$ cat src/rtl/fetch_stage_pkg.sv
// fetch_stage_pkg: constants, types and helpers shared by the fetch stage.
//   NOP        - canonical bubble instruction (addi x0, x0, 0)
//   FetchState - RUN: outstanding request is useful; DROP: it is stale
//   word_align - clears the byte-offset bits of an address
package fetch_stage_pkg;

  localparam logic [31:0] NOP = 32'h0000_0013;

  typedef enum logic {
    RUN  = 1'b0,
    DROP = 1'b1
  } FetchState;

  function automatic logic [31:0] word_align(input logic [31:0] addr);
    return addr & 32'hFFFF_FFFC;
  endfunction

endpackage : fetch_stage_pkg

$ cat src/rtl/pc_src_pkg.sv
// pc_src: shared next-PC select encoding used by pipeline control and fetch.
//   PCSrc - PC4 (sequential), BRANCH (EX-resolved target), JUMP (ID-resolved target)
package pc_src;

  typedef enum logic [1:0] {
    PC4    = 2'd0,
    BRANCH = 2'd1,
    JUMP   = 2'd2
  } PCSrc;

endpackage : pc_src

$ cat src/rtl/fetch_stage_if_id_reg.sv
// if_id_reg: IF/ID pipeline register.
// Ports:
//   i_clk, i_rst      clock and synchronous active-high reset
//   i_flush           force a bubble (highest priority, beats a hold)
//   i_w_en            write enable; 0 holds the current contents
//   i_fetch_ok        a usable instruction is presented this cycle
//   i_pc, i_instr     PC and instruction word to capture
//   o_pc, o_instr     registered contents
//   o_valid           contents are a real instruction, not a bubble
module if_id_reg
  import fetch_stage_pkg::*;
(
  input  logic        i_clk,
  input  logic        i_rst,
  input  logic        i_flush,
  input  logic        i_w_en,
  input  logic        i_fetch_ok,
  input  logic [31:0] i_pc,
  input  logic [31:0] i_instr,
  output logic [31:0] o_pc,
  output logic [31:0] o_instr,
  output logic        o_valid
);

  logic [31:0] pc_q, pc_d;
  logic [31:0] instr_q, instr_d;
  logic        valid_q, valid_d;

  // Next-state selection: flush, then load, then bubble on a missing fetch, else hold.
  always_comb begin
    pc_d    = pc_q;
    instr_d = instr_q;
    valid_d = valid_q;
    if (i_flush) begin
      pc_d    = 32'h0000_0000;
      instr_d = NOP;
      valid_d = 1'b0;
    end else if (i_w_en && i_fetch_ok) begin
      pc_d    = i_pc;
      instr_d = i_instr;
      valid_d = 1'b1;
    end else if (i_w_en) begin
      // Decode is ready but fetch produced nothing: hand it a bubble.
      pc_d    = 32'h0000_0000;
      instr_d = NOP;
      valid_d = 1'b0;
    end else begin
      pc_d    = pc_q;
      instr_d = instr_q;
      valid_d = valid_q;
    end
  end

  // IF/ID storage with synchronous reset to a bubble.
  always_ff @(posedge i_clk) begin
    if (i_rst) begin
      pc_q    <= 32'h0000_0000;
      instr_q <= NOP;
      valid_q <= 1'b0;
    end else begin
      pc_q    <= pc_d;
      instr_q <= instr_d;
      valid_q <= valid_d;
    end
  end

  assign o_pc    = pc_q;
  assign o_instr = instr_q;
  assign o_valid = valid_q;

endmodule : if_id_reg

$ cat src/rtl/fetch_stage.sv
// fetch_stage: instruction-fetch stage of the 5-stage RISC-V pipeline.
// Owns the PC, issues requests on a variable-latency imem req/ack port and
// loads IF/ID. A redirect taken while a request is outstanding marks that
// request stale (DROP) so its data never reaches decode.
// Ports:
//   i_clk, i_rst                 clock, synchronous active-high reset
//   i_pc_w_en, i_addr_sel        PC write enable and next-PC select
//   i_branch_target, i_jump_target redirect targets (bits [1:0] ignored)
//   i_flush_if_id, i_w_en_if_id  IF/ID flush and write enable
//   o_imem_req, o_imem_addr      fetch request and word-aligned address
//   i_imem_ack, i_imem_rdata     fetch completion and instruction word
//   o_if_id_pc/instr/valid       IF/ID contents
//   o_fetch_stall                no usable instruction this cycle
module fetch_stage
  import pc_src::*;
  import fetch_stage_pkg::*;
#(
  parameter logic [31:0] RESET_PC = 32'h0000_0000
) (
  input  logic        i_clk,
  input  logic        i_rst,
  input  logic        i_pc_w_en,
  input  PCSrc        i_addr_sel,
  input  logic [31:0] i_branch_target,
  input  logic [31:0] i_jump_target,
  input  logic        i_flush_if_id,
  input  logic        i_w_en_if_id,
  output logic        o_imem_req,
  output logic [31:0] o_imem_addr,
  input  logic        i_imem_ack,
  input  logic [31:0] i_imem_rdata,
  output logic [31:0] o_if_id_pc,
  output logic [31:0] o_if_id_instr,
  output logic        o_if_id_valid,
  output logic        o_fetch_stall
);

  logic [31:0] pc_q, pc_d;
  logic [31:0] req_addr_q, req_addr_d;
  FetchState   state_q, state_d;

  logic        fetch_ok_s;
  logic        redirect_s;
  logic [31:0] target_s;
  logic [31:0] pc_plus4_s;

  // An ack is only usable for the current (non-stale) request; reset kills it.
  assign fetch_ok_s = (state_q == RUN) && i_imem_ack && !i_rst;
  assign redirect_s = i_pc_w_en && (i_addr_sel != PC4);
  assign pc_plus4_s = pc_q + 32'd4;

  // Redirect target selection, word-aligned.
  always_comb begin
    target_s = 32'h0000_0000;
    case (i_addr_sel)
      JUMP:    target_s = word_align(i_jump_target);
      BRANCH:  target_s = word_align(i_branch_target);
      default: target_s = word_align(i_branch_target);
    endcase
  end

  // Next PC / request address / FSM state.
  always_comb begin
    pc_d       = pc_q;
    req_addr_d = req_addr_q;
    state_d    = state_q;
    case (state_q)
      RUN: begin
        if (redirect_s) begin
          pc_d = target_s;
          if (fetch_ok_s) begin
            req_addr_d = target_s;
          end else begin
            // The address must stay stable until the pending request acks,
            // so the target is remembered in pc and fetched afterwards.
            req_addr_d = req_addr_q;
            state_d    = DROP;
          end
        end else if (i_pc_w_en && fetch_ok_s) begin
          pc_d       = pc_plus4_s;
          req_addr_d = pc_plus4_s;
        end else begin
          pc_d       = pc_q;
          req_addr_d = req_addr_q;
        end
      end
      DROP: begin
        if (redirect_s) begin
          pc_d = target_s;
        end else begin
          pc_d = pc_q;
        end
        if (i_imem_ack) begin
          // Stale data is discarded; start fetching the newest target.
          req_addr_d = pc_d;
          state_d    = RUN;
        end else begin
          req_addr_d = req_addr_q;
          state_d    = DROP;
        end
      end
      default: begin
        state_d = RUN;
      end
    endcase
  end

  // PC, request address and FSM state registers.
  always_ff @(posedge i_clk) begin
    if (i_rst) begin
      pc_q       <= word_align(RESET_PC);
      req_addr_q <= word_align(RESET_PC);
      state_q    <= RUN;
    end else begin
      pc_q       <= pc_d;
      req_addr_q <= req_addr_d;
      state_q    <= state_d;
    end
  end

  assign o_imem_req    = !i_rst;
  assign o_imem_addr   = {req_addr_q[31:2], 2'b00};
  assign o_fetch_stall = !fetch_ok_s;

  if_id_reg u_if_id_reg (
    .i_clk      (i_clk),
    .i_rst      (i_rst),
    .i_flush    (i_flush_if_id),
    .i_w_en     (i_w_en_if_id),
    .i_fetch_ok (fetch_ok_s),
    .i_pc       (o_imem_addr),
    .i_instr    (i_imem_rdata),
    .o_pc       (o_if_id_pc),
    .o_instr    (o_if_id_instr),
    .o_valid    (o_if_id_valid)
  );

endmodule : fetch_stage

$ cat config.mk
export PLATFORM = sky130hd
export DESIGN_NAME = fetch_stage
export DESIGN_NICKNAME = d
export VERILOG_FILES = /design/src/rtl/fetch_stage_pkg.sv /design/src/rtl/pc_src_pkg.sv /design/src/rtl/fetch_stage_if_id_reg.sv /design/src/rtl/fetch_stage.sv
export SDC_FILE = /design/constraint.sdc
export NUM_CORES = 1
export LEC_CHECK = 0
export ABC_AREA = 1
export BUFFER_PORTS_ARGS = -buffer_cell sky130_fd_sc_hd__buf_2
export CAP_MARGIN = 20
export CORE_MARGIN = 4
export CORE_UTILIZATION = 30
export CTS_BUF_LIST = sky130_fd_sc_hd__clkbuf_4 sky130_fd_sc_hd__clkbuf_8
export CTS_CLUSTER_SIZE = 14
export DETAILED_ROUTE_END_ITERATION = 16
export GPL_ROUTABILITY_DRIVEN = 0
export PLACE_DENSITY = 0.64
export SYNTH_ARGS = -nofsm -noshare
export SYNTH_HDL_FRONTEND = slang
export SYNTH_HIERARCHICAL = 1
export SYNTH_SLANG_ARGS = --single-unit
$ cat constraint.sdc
create_clock -name i_clk -period 1.6 [get_ports i_clk]
set_input_delay 0.32 -clock i_clk [delete_from_list [all_inputs] [get_ports i_clk]]
set_output_delay 0.32 -clock i_clk [all_outputs]
set_load 0.01 [all_outputs]
== After elaboration in Yosys (flattened, before gate mapping) ==
Index checks and enable logic that the tools add are counted.

* Output and inout port bits: 99
* Logic and storage cells: 42
* Bits in registers: 128
* Input port bits: 104

* Reduce and logical (&&, ||, !) cells: 11
* Equality and inequality tests: 4
* Add/subtract/negate cells: 1
* Mux-type cells: 19
* Bitwise logic cells: 1

{| class="wikitable"
|+ Operator list
! cell !! count
|-
| $mux W32 || 11
|-
| $pmux W32 S2 || 2
|-
| $add A32 B3 Y32 const B || 1
|-
| $logic_and A1 B1 Y1 || 5
|-
| $mux W1 || 5
|-
| $reduce_bool A2 Y1 || 2
|-
| $ne A3 B2 Y1 const B || 1
|-
| $ne A3 B3 Y1 const B || 1
|-
| $reduce_and A3 Y1 || 1
|-
| $eq A2 B2 Y1 const B || 1
|-
| $logic_not A1 Y1 || 2
|-
| $ne A2 B2 Y1 const B || 1
|-
| $pmux W1 S2 || 1
|-
| $reduce_or A2 Y1 || 1
|-
| $not A1 Y1 || 1
|}

== Logic depth before layout (Yosys ltp) ==
Gate-level depths: netlist of run 1.

* Word-level depth: 7
* Mapped depth: 13

== Modules after synthesis ==
The synthesis of run 1 kept the hierarchy.

{| class="wikitable"
|+ Modules (own cells, without submodules)
! module !! area an instance (sq um) !! instances !! cells each
|-
| fetch_stage || 4020.1 || 1 || 677
|-
| if_id_reg || 2399.8 || 1 || 299
|}

== Worst setup path before layout of run 1 ==
OpenSTA, ideal clock, no wires.

* Path kind: reg-to-reg
* Start: register pc_q[2]
* End: register pc_q[30]
* Data required time: 1491 ps
* Data arrival time: 1443 ps
* Period minus slack after synthesis: 1552 ps
* Cell stages (with the launch flop): 13
* Setup time: 109 ps
* Slack: 48 ps
* Path through: dfxtp_1 > ha_1 > nand2_1 > nor2_1 > nand2_1 > nor2_1 > nand2_1 > nand2_1 > nand2_1 > nand2_1 > nand3_1 > nand2_1 > inv_1

* Longest elaborated chain between the ends: 4

{| class="wikitable"
|+ RTL lines
! element !! line !! source
|-
| from (decl) || fetch_stage.sv:38 || <nowiki>logic [31:0] pc_q, pc_d;</nowiki>
|-
| from (signal assigned) || fetch_stage.sv:111 || <nowiki>pc_q <= word_align(RESET_PC);</nowiki>
|-
| from (signal assigned) || fetch_stage.sv:115 || <nowiki>pc_q <= pc_d;</nowiki>
|-
| $add A32 B3 Y32 || fetch_stage.sv:50 || <nowiki>assign pc_plus4_s = pc_q + 32'd4;</nowiki>
|-
| $mux W32 || fetch_stage.sv:79 || <nowiki>end else if (i_pc_w_en && fetch_ok_s) begin</nowiki>
|-
| $mux W32 || fetch_stage.sv:69 || <nowiki>if (redirect_s) begin</nowiki>
|-
| $pmux W32 S2 || fetch_stage.sv:67 || <nowiki>case (state_q)</nowiki>
|}

Every way passes these cells. The select of a mux whose other input is x is not followed.
A chain may end at the register's enable or synchronous reset.

== Worst setup path in the final report of run 1 ==
* Start: register pc_q[2]
* End: register req_addr_q[18]

* Longest elaborated chain between the ends: 4

{| class="wikitable"
|+ RTL lines
! element !! line !! source
|-
| $add A32 B3 Y32 || fetch_stage.sv:50 ||
|-
| $mux W32 || fetch_stage.sv:79 ||
|-
| $mux W32 || fetch_stage.sv:69 ||
|-
| $pmux W32 S2 || fetch_stage.sv:67 ||
|-
| to (signal assigned) || fetch_stage.sv:112 || <nowiki>req_addr_q <= word_align(RESET_PC);</nowiki>
|-
| to (signal assigned) || fetch_stage.sv:116 || <nowiki>req_addr_q <= req_addr_d;</nowiki>
|-
| to (decl) || fetch_stage.sv:39 || <nowiki>logic [31:0] req_addr_q, req_addr_d;</nowiki>
|}

Every way passes these cells. The select of a mux whose other input is x is not followed.

==> results of run 1 <==
==> how the worst max path moves through the flow <==
stage / slack, ns / to / start / cells after the start
finish: 0.01 / req_addr_q[18]$_SDFFE_PP0P_ / pc_q[2]$_SDFFE_PP0P_ / 12
global route: -0.1 / req_addr_q[28]$_SDFFE_PP0P_ / pc_q[2]$_SDFFE_PP0P_ / 14
CTS: -0.007 / pc_q[28]$_SDFFE_PP0P_ / pc_q[3]$_SDFFE_PP0P_ / 13
detailed placement: -0.11 / pc_q[28]$_SDFFE_PP0P_ / pc_q[3]$_SDFFE_PP0P_ / 13
global placement: -0.09 / req_addr_q[28]$_SDFFE_PP0P_ / pc_q[3]$_SDFFE_PP0P_ / 13
floorplan: 0.05 / pc_q[30]$_SDFFE_PP0P_ / pc_q[2]$_SDFFE_PP0P_ / 12
==> final cells by class <==
cell class	instances	share of cell area (%)
well taps	275	3.98
inverters	109	4.95
clock inverters	11	1.07
repair buffers	256	18.3
multi-input cells	686	39.2
clock buffers	20	3.18
flip-flops and latches	126	29.4
==> metrics by stage <==
step           setup WS (ns)  area, um^2  setup TNS, ns
2_1_floorplan         0.0481        6430              0
3_3_place_gp         -0.0874        7950         -0.581
3_5_place_dp          -0.112        7950          -1.34
4_1_cts             -0.00745        8370       -0.00979
5_1_grt              -0.0995        8640          -1.87
6_report              0.0105        8640              0
==> registers in the layout (all words and copies together) (netlist names) <==
name	count
u_if_id_reg/o_pc	32
req_addr_q	30
u_if_id_reg/o_instr	32
pc_q	30
u_if_id_reg/o_valid	1
state_q	1
==> Yosys cell counts <==
| master | count | area, um^2 |
|---|---|---|
| a211oi_2 | 1 | 12.5 |
| a21oi_1 | 82 | 410 |
| a22oi_1 | 1 | 7.51 |
| and2_1 | 1 | 6.26 |
| buf_2 | 15 | 75.1 |
| buf_4 | 18 | 135 |
| buf_6 | 4 | 45.0 |
| clkbuf_1 | 20 | 75.1 |
| clkbuf_2 | 1 | 5.00 |
| clkinv_1 | 1 | 3.75 |
| clkinv_4 | 1 | 8.76 |
| conb_1 | 1 | 3.75 |
| dfxtp_1 | 126 | 2520 |
| ha_1 | 1 | 12.5 |
| inv_1 | 102 | 383 |
| inv_2 | 2 | 7.51 |
| inv_4 | 3 | 18.8 |
| nand2_1 | 218 | 818 |
| nand2_4 | 3 | 33.8 |
| nand3_1 | 130 | 651 |
| nand3_4 | 1 | 17.5 |
| nand3b_1 | 5 | 37.5 |
| nor2_1 | 118 | 443 |
| nor2_2 | 3 | 18.8 |
| nor3_1 | 1 | 5.00 |
| o211ai_1 | 3 | 22.5 |
| o21a_1 | 1 | 7.51 |
| o21ai_0 | 82 | 410 |
| o21ai_1 | 4 | 20.0 |
| o21ai_4 | 1 | 16.3 |
| o21bai_1 | 9 | 67.6 |
| o22ai_1 | 12 | 75.1 |
| xor2_1 | 5 | 43.8 |
==> worst max-delay path, stage by stage (launching register included) <==
cell and delay [ns]:
dfxtp_2 0.34, buf_6 0.10, ha_4 0.15, nand2_4 0.07
nor2_4 0.11, nand2_4 0.09, nor2_2 0.12, buf_4 0.13
xor2_1 0.14, nand2_1 0.09, nand3_2 0.09, nand2_1 0.05
inv_1 0.04
==> kinds of logic after synthesis <==
group                      after synthesis  synth area share [%]
buffers and inverters                  167                  11.8
adders and majority gates                1                 0.195
other                                    1                0.0584
xor gates and xnor gates                 5                 0.682
AOI/OAI and AO/OA                      196                  16.4
and+or+nand+nor                        480                  31.6
DFF                                    126                  39.3
==> per-layer routing <==
| metal | up-vias | routed length, um | track usage (%) | share of wire, % |
|---|---|---|---|---|
| met3 | 27 | 1600 | 4.39 | 7.4 |
| met1 | 3186 | 10200 | 25.2 | 47 |
| met2 | 251 | 9500 | 27.0 | 44 |
| li1 | 3583 | - | - | - |
| met5 | - | 0 | 0 | 0 |
| met4 | 0 | 365 | 5.05 | 1.7 |
==> power breakdown <==
group	internal, uW	switching, uW
Clock	1320	1300
Sequential	3340	209
Combinational	665	988
Total	5330	2500
==> timing repair <==
action,CTS,global route
endpoints found under the setup margin,28,52
gates cloned,0,1
buffers inserted,2,1
pin swaps,4,18
resized for setup,13,75
==> cells in the final DEF, fill, tap and decap left out, types with 7 or more instances in the layout <==
cell	n
a21oi_1	77
buf_12	9
buf_2	196
buf_4	45
clkbuf_8	20
dfxtp_1	115
dfxtp_2	10
inv_1	100
nand2_1	199
nand2_2	16
nand3_1	117
nand3_2	13
nor2_1	107
nor2_2	7
nor2_4	7
o21ai_0	77
o21bai_1	9
o22ai_1	12
==> flow_metrics.tcl, run 1 <==
set metrics [dict create \
    synth.avg_cell_area_um2 6.58 \
    antenna_found_initial 0 \
    hold_viol_final 0 \
    hp-class "in -> reg" \
    grt_max_degree 66 \
    die_w_um 154 \
    finalNetCount 1301 \
    clock_latency_ns 0.45 \
    reg2reg_depth 12 \
    fillers 2249 \
    num_rows 53 \
    ys_seq_elements 126 \
    fp.dieArea_um2 23800 \
    hold_buffers 0 \
    drc 0 \
    ys.warnings.count 6 \
    worstSetupEndpointType "register" \
    grt_pass1_wl_um 34500 \
    multi_input_area_um2 3380 \
    core_um2 21000 \
    critPathKind "reg -> reg" \
    grt_usage_pct 17.8 \
    num_io_pins 203 \
    min_to "u_if_id_reg/o_instr[1]$_SDFFE_PP1P_" \
    path_max_fanout 4 \
    cp.arrival_ns 1.98 \
    overflow 0 \
    cts_made_buffers 17 \
    fp.dieH_um 154 \
    fin_cells 1483 \
    fin_crit_sh_pct 99.3 \
    worst_clock_skew_ns 0.0134 \
    finish.utilization_pct 41.1 \
    yosysUniqueCellTypes 33 \
    post-dp-hpwl_um 16100 \
    layout-drive-gt1-share_pct 30.5 \
    clockBufferDepth 2 \
    vias_per_cell 4.75 \
    irDropWorstVdd_uv 399 \
    finalMaxSlewViolations 0 \
    p_leak_uw 0.00409 \
    outcome "complete, no violations" \
    grt_pass1_vias 6425 \
    seq_area_frac_synth_pct 39.3 \
    finalHoldWorstSlack_ns 0.133 \
    root_buffer "clkbuf_8" \
    path_clk_slew_ns 0.08 \
    port_buffers 196 \
    start_kind "register" \
    synthCells 976 \
    dp_cells 1448 \
    drt_iter0_drc 684 \
    start_util_pct 30.5 \
    cts_tree "yes" \
    setup_viol 0 \
    r2r_slack_ns 0.01 \
    seq_area_um2 2540 \
    min-delay-start "i_flush_if_id" \
    hold_depth 3 \
    netlist_area_um2 6420 \
    antenna_cells 0 \
    cts_max_level 4 \
    finalCriticalPeriod_ns 1.59 \
    required_ns 1.99 \
    routedWlPerCell_um 14.6 \
    p_per_area_nw_per_um2 906 \
    fmax_mhz 629 \
    wl_um 21700 \
    area_growth_syn_to_layout_pct 34.6 \
    vias 7047 \
    cap_viol_max_count 0 \
    p_total_uw 7830 \
    dr.pass1.iters 5 \
    ant_nets 0 \
    cts.sinks 126 \
    r2r_end "req_addr_q[18]$_SDFFE_PP0P_" \
    rsz0062_at_grt "yes" \
    timing.rr.start "pc_q[2]$_SDFFE_PP0P_" \
]
Power figures use the tool's default switching activity.
==> run 2, diff against run 1 <==
- CORE_UTILIZATION: 30 -> 48
- PLACE_DENSITY: 0.64 -> 0.89
==> flow_metrics.tcl, run 2 (synthesis gave the netlist of run 1 again) <==
set metrics [dict create \
    wl_um 20700 \
    cp_cell_sequence "ha_4 -> nand2_4 -> nor2_4 -> nand2_4 -> nor2_1 -> buf_4 -> xor2_1 -> nand2_1 -> nand3_2 -> nand2_1 -> inv_1" \
    ant_nets 0 \
    cap_viol_max_count 0 \
    final_cell_mix "nand2_1, buf_2, nand3_1" \
    start_kind "register" \
    drt_iter0_drc 682 \
    path_max_fanout 4 \
    grt_pass1_vias 6178 \
    critPathKind "reg -> reg" \
    setup_viol 8 \
    clockBufferDepth 2 \
    num_rows 41 \
    overflow 0 \
    fillers 1070 \
    dp_cells 1334 \
    tns_ns -0.211 \
    layout-drive-gt1-share_pct 29.5 \
    irDropWorstVdd_uv 525 \
    p_per_area_nw_per_um2 937 \
    post_dp_cell_area_um2 7730 \
    worst_clock_skew_ns 0.0166 \
    vias_per_cell 5.38 \
    worstSetupEndpointType "register" \
    cp.arrival_ns 2.03 \
    fp.dieArea_um2 15300 \
    cts.sinks 126 \
    antenna_found_initial 0 \
    mostFrequentLayoutCell "nand2_1" \
    clock_latency_ns 0.44 \
    layout_setup_ws_ns -0.0495 \
    core_um2 12900 \
    area_growth_syn_to_layout_pct 31.3 \
    vias 7370 \
    cts_tree "yes" \
    die_w_um 124 \
    grt_usage_pct 24.3 \
    fin_crit_sh_pct 103 \
    design_area_um2 8430 \
    hp-class "in -> reg" \
    start_util_pct 49.9 \
    num_io_pins 203 \
    cts_max_level 4 \
    cts_made_buffers 17 \
    p_leak_uw 0.00406 \
    dr.pass1.iters 5 \
    root_buffer "clkbuf_8" \
    fin_cells 1371 \
    finalNetCount 1291 \
    fmax_mhz 606 \
    hold_buffers 0 \
    grt_pass1_wl_um 29500 \
    grt_max_degree 66 \
    violations "setup timing" \
    hold_viol_final 0 \
    port_buffers 196 \
    rsz0062_at_grt "yes" \
    post-dp-hpwl_um 14000 \
    finalMaxSlewViolations 0 \
    preCtsSetupSlack_ns -0.0934 \
    drc 0 \
    critical_path.max_stage_delay_ns 0.37 \
    required_ns 1.98 \
    outcome "complete, but fails checks" \
    finalCriticalPeriod_ns 1.65 \
    finalHoldWorstSlack_ns 0.149 \
    routedWlPerCell_um 15.1 \
    worst_path_max_delay_cell "dfxtp_4" \
    fp.dieH_um 124 \
    path_clk_slew_ns 0.08 \
    antenna_cells 0 \
]
## run 2: cell count changes in the layout (fill, tap and decap cells not counted), moves of 5 or more
cell	change
dfxtp_1	-6
clkbuf_4	+7
nand2_1	+5
buf_4	-10
nand3_2	-5
nand3_1	+5
nand2_2	-6
## run 2: critical path, delay by kind of cell, from the launching register on
family / cells / cell delay [ns]
and+or+nand+nor: 7 / 0.73
DFF: 1 / 0.37
buffers and inverters: 2 / 0.19
adders and majority gates: 1 / 0.15
xor gates and xnor gates: 1 / 0.14
## run 2: final timing paths
kind / startpoint / to / slack [ns] / cells after the start
worst max-delay path: pc_q[2]$_SDFFE_PP0P_ / req_addr_q[18]$_SDFFE_PP0P_ / -0.05 / 11
worst min-delay path: i_imem_rdata[13] / u_if_id_reg/o_instr[13]$_SDFFE_PP0P_ / 0.15 / 3
worst max register to register: pc_q[2]$_SDFFE_PP0P_ / req_addr_q[18]$_SDFFE_PP0P_ / -0.05 / 11
worst min register to register: u_if_id_reg/o_instr[12]$_SDFFE_PP0P_ / u_if_id_reg/o_instr[12]$_SDFFE_PP0P_ / 0.46 / 2
## run 2: stage by stage
stage | power, uW | util, %
final | 7900 | 65.5
after floorplan | 4470 | -
after global routing | 8290 | 65.5
after global placement | 5020 | 60.0
after CTS | 7770 | 63.3
after detailed placement | 5060 | 60.0
## run 2: cell type report
| class | instances | area, um^2 | area share [%] |
|---|---|---|---|
| Multi-Input combinational cell | 686 | 3350 | 39.8 |
| Sequential cell | 126 | 2550 | 30.3 |
| Timing Repair Buffer | 246 | 1500 | 17.7 |
| Inverter | 109 | 428 | 5.07 |
| Clock buffer | 25 | 300 | 3.56 |
| Tap cell | 172 | 215 | 2.55 |
| Clock inverter | 7 | 87.6 | 1.04 |
## run 2: power by group
part	switching [uW]	internal [uW]
Sequential	221	3350
Clock	1210	1540
Combinational	970	621
Total	2400	5500
## run 2: timing repair
action,4_1_cts,5_1_grt
gates cloned,0,1
pin swaps,5,19
resized for setup,10,78
setup endpoints to repair,30,56
buffers inserted,1,3
## run 2: layer usage
metal	wire, um	GRT usage [%]	up-vias
met4	589	8.30	0
li1	-	-	3569
met1	8290	31.9	3277
met2	9550	39.4	451
met5	0	0	-
met3	2280	5.68	73
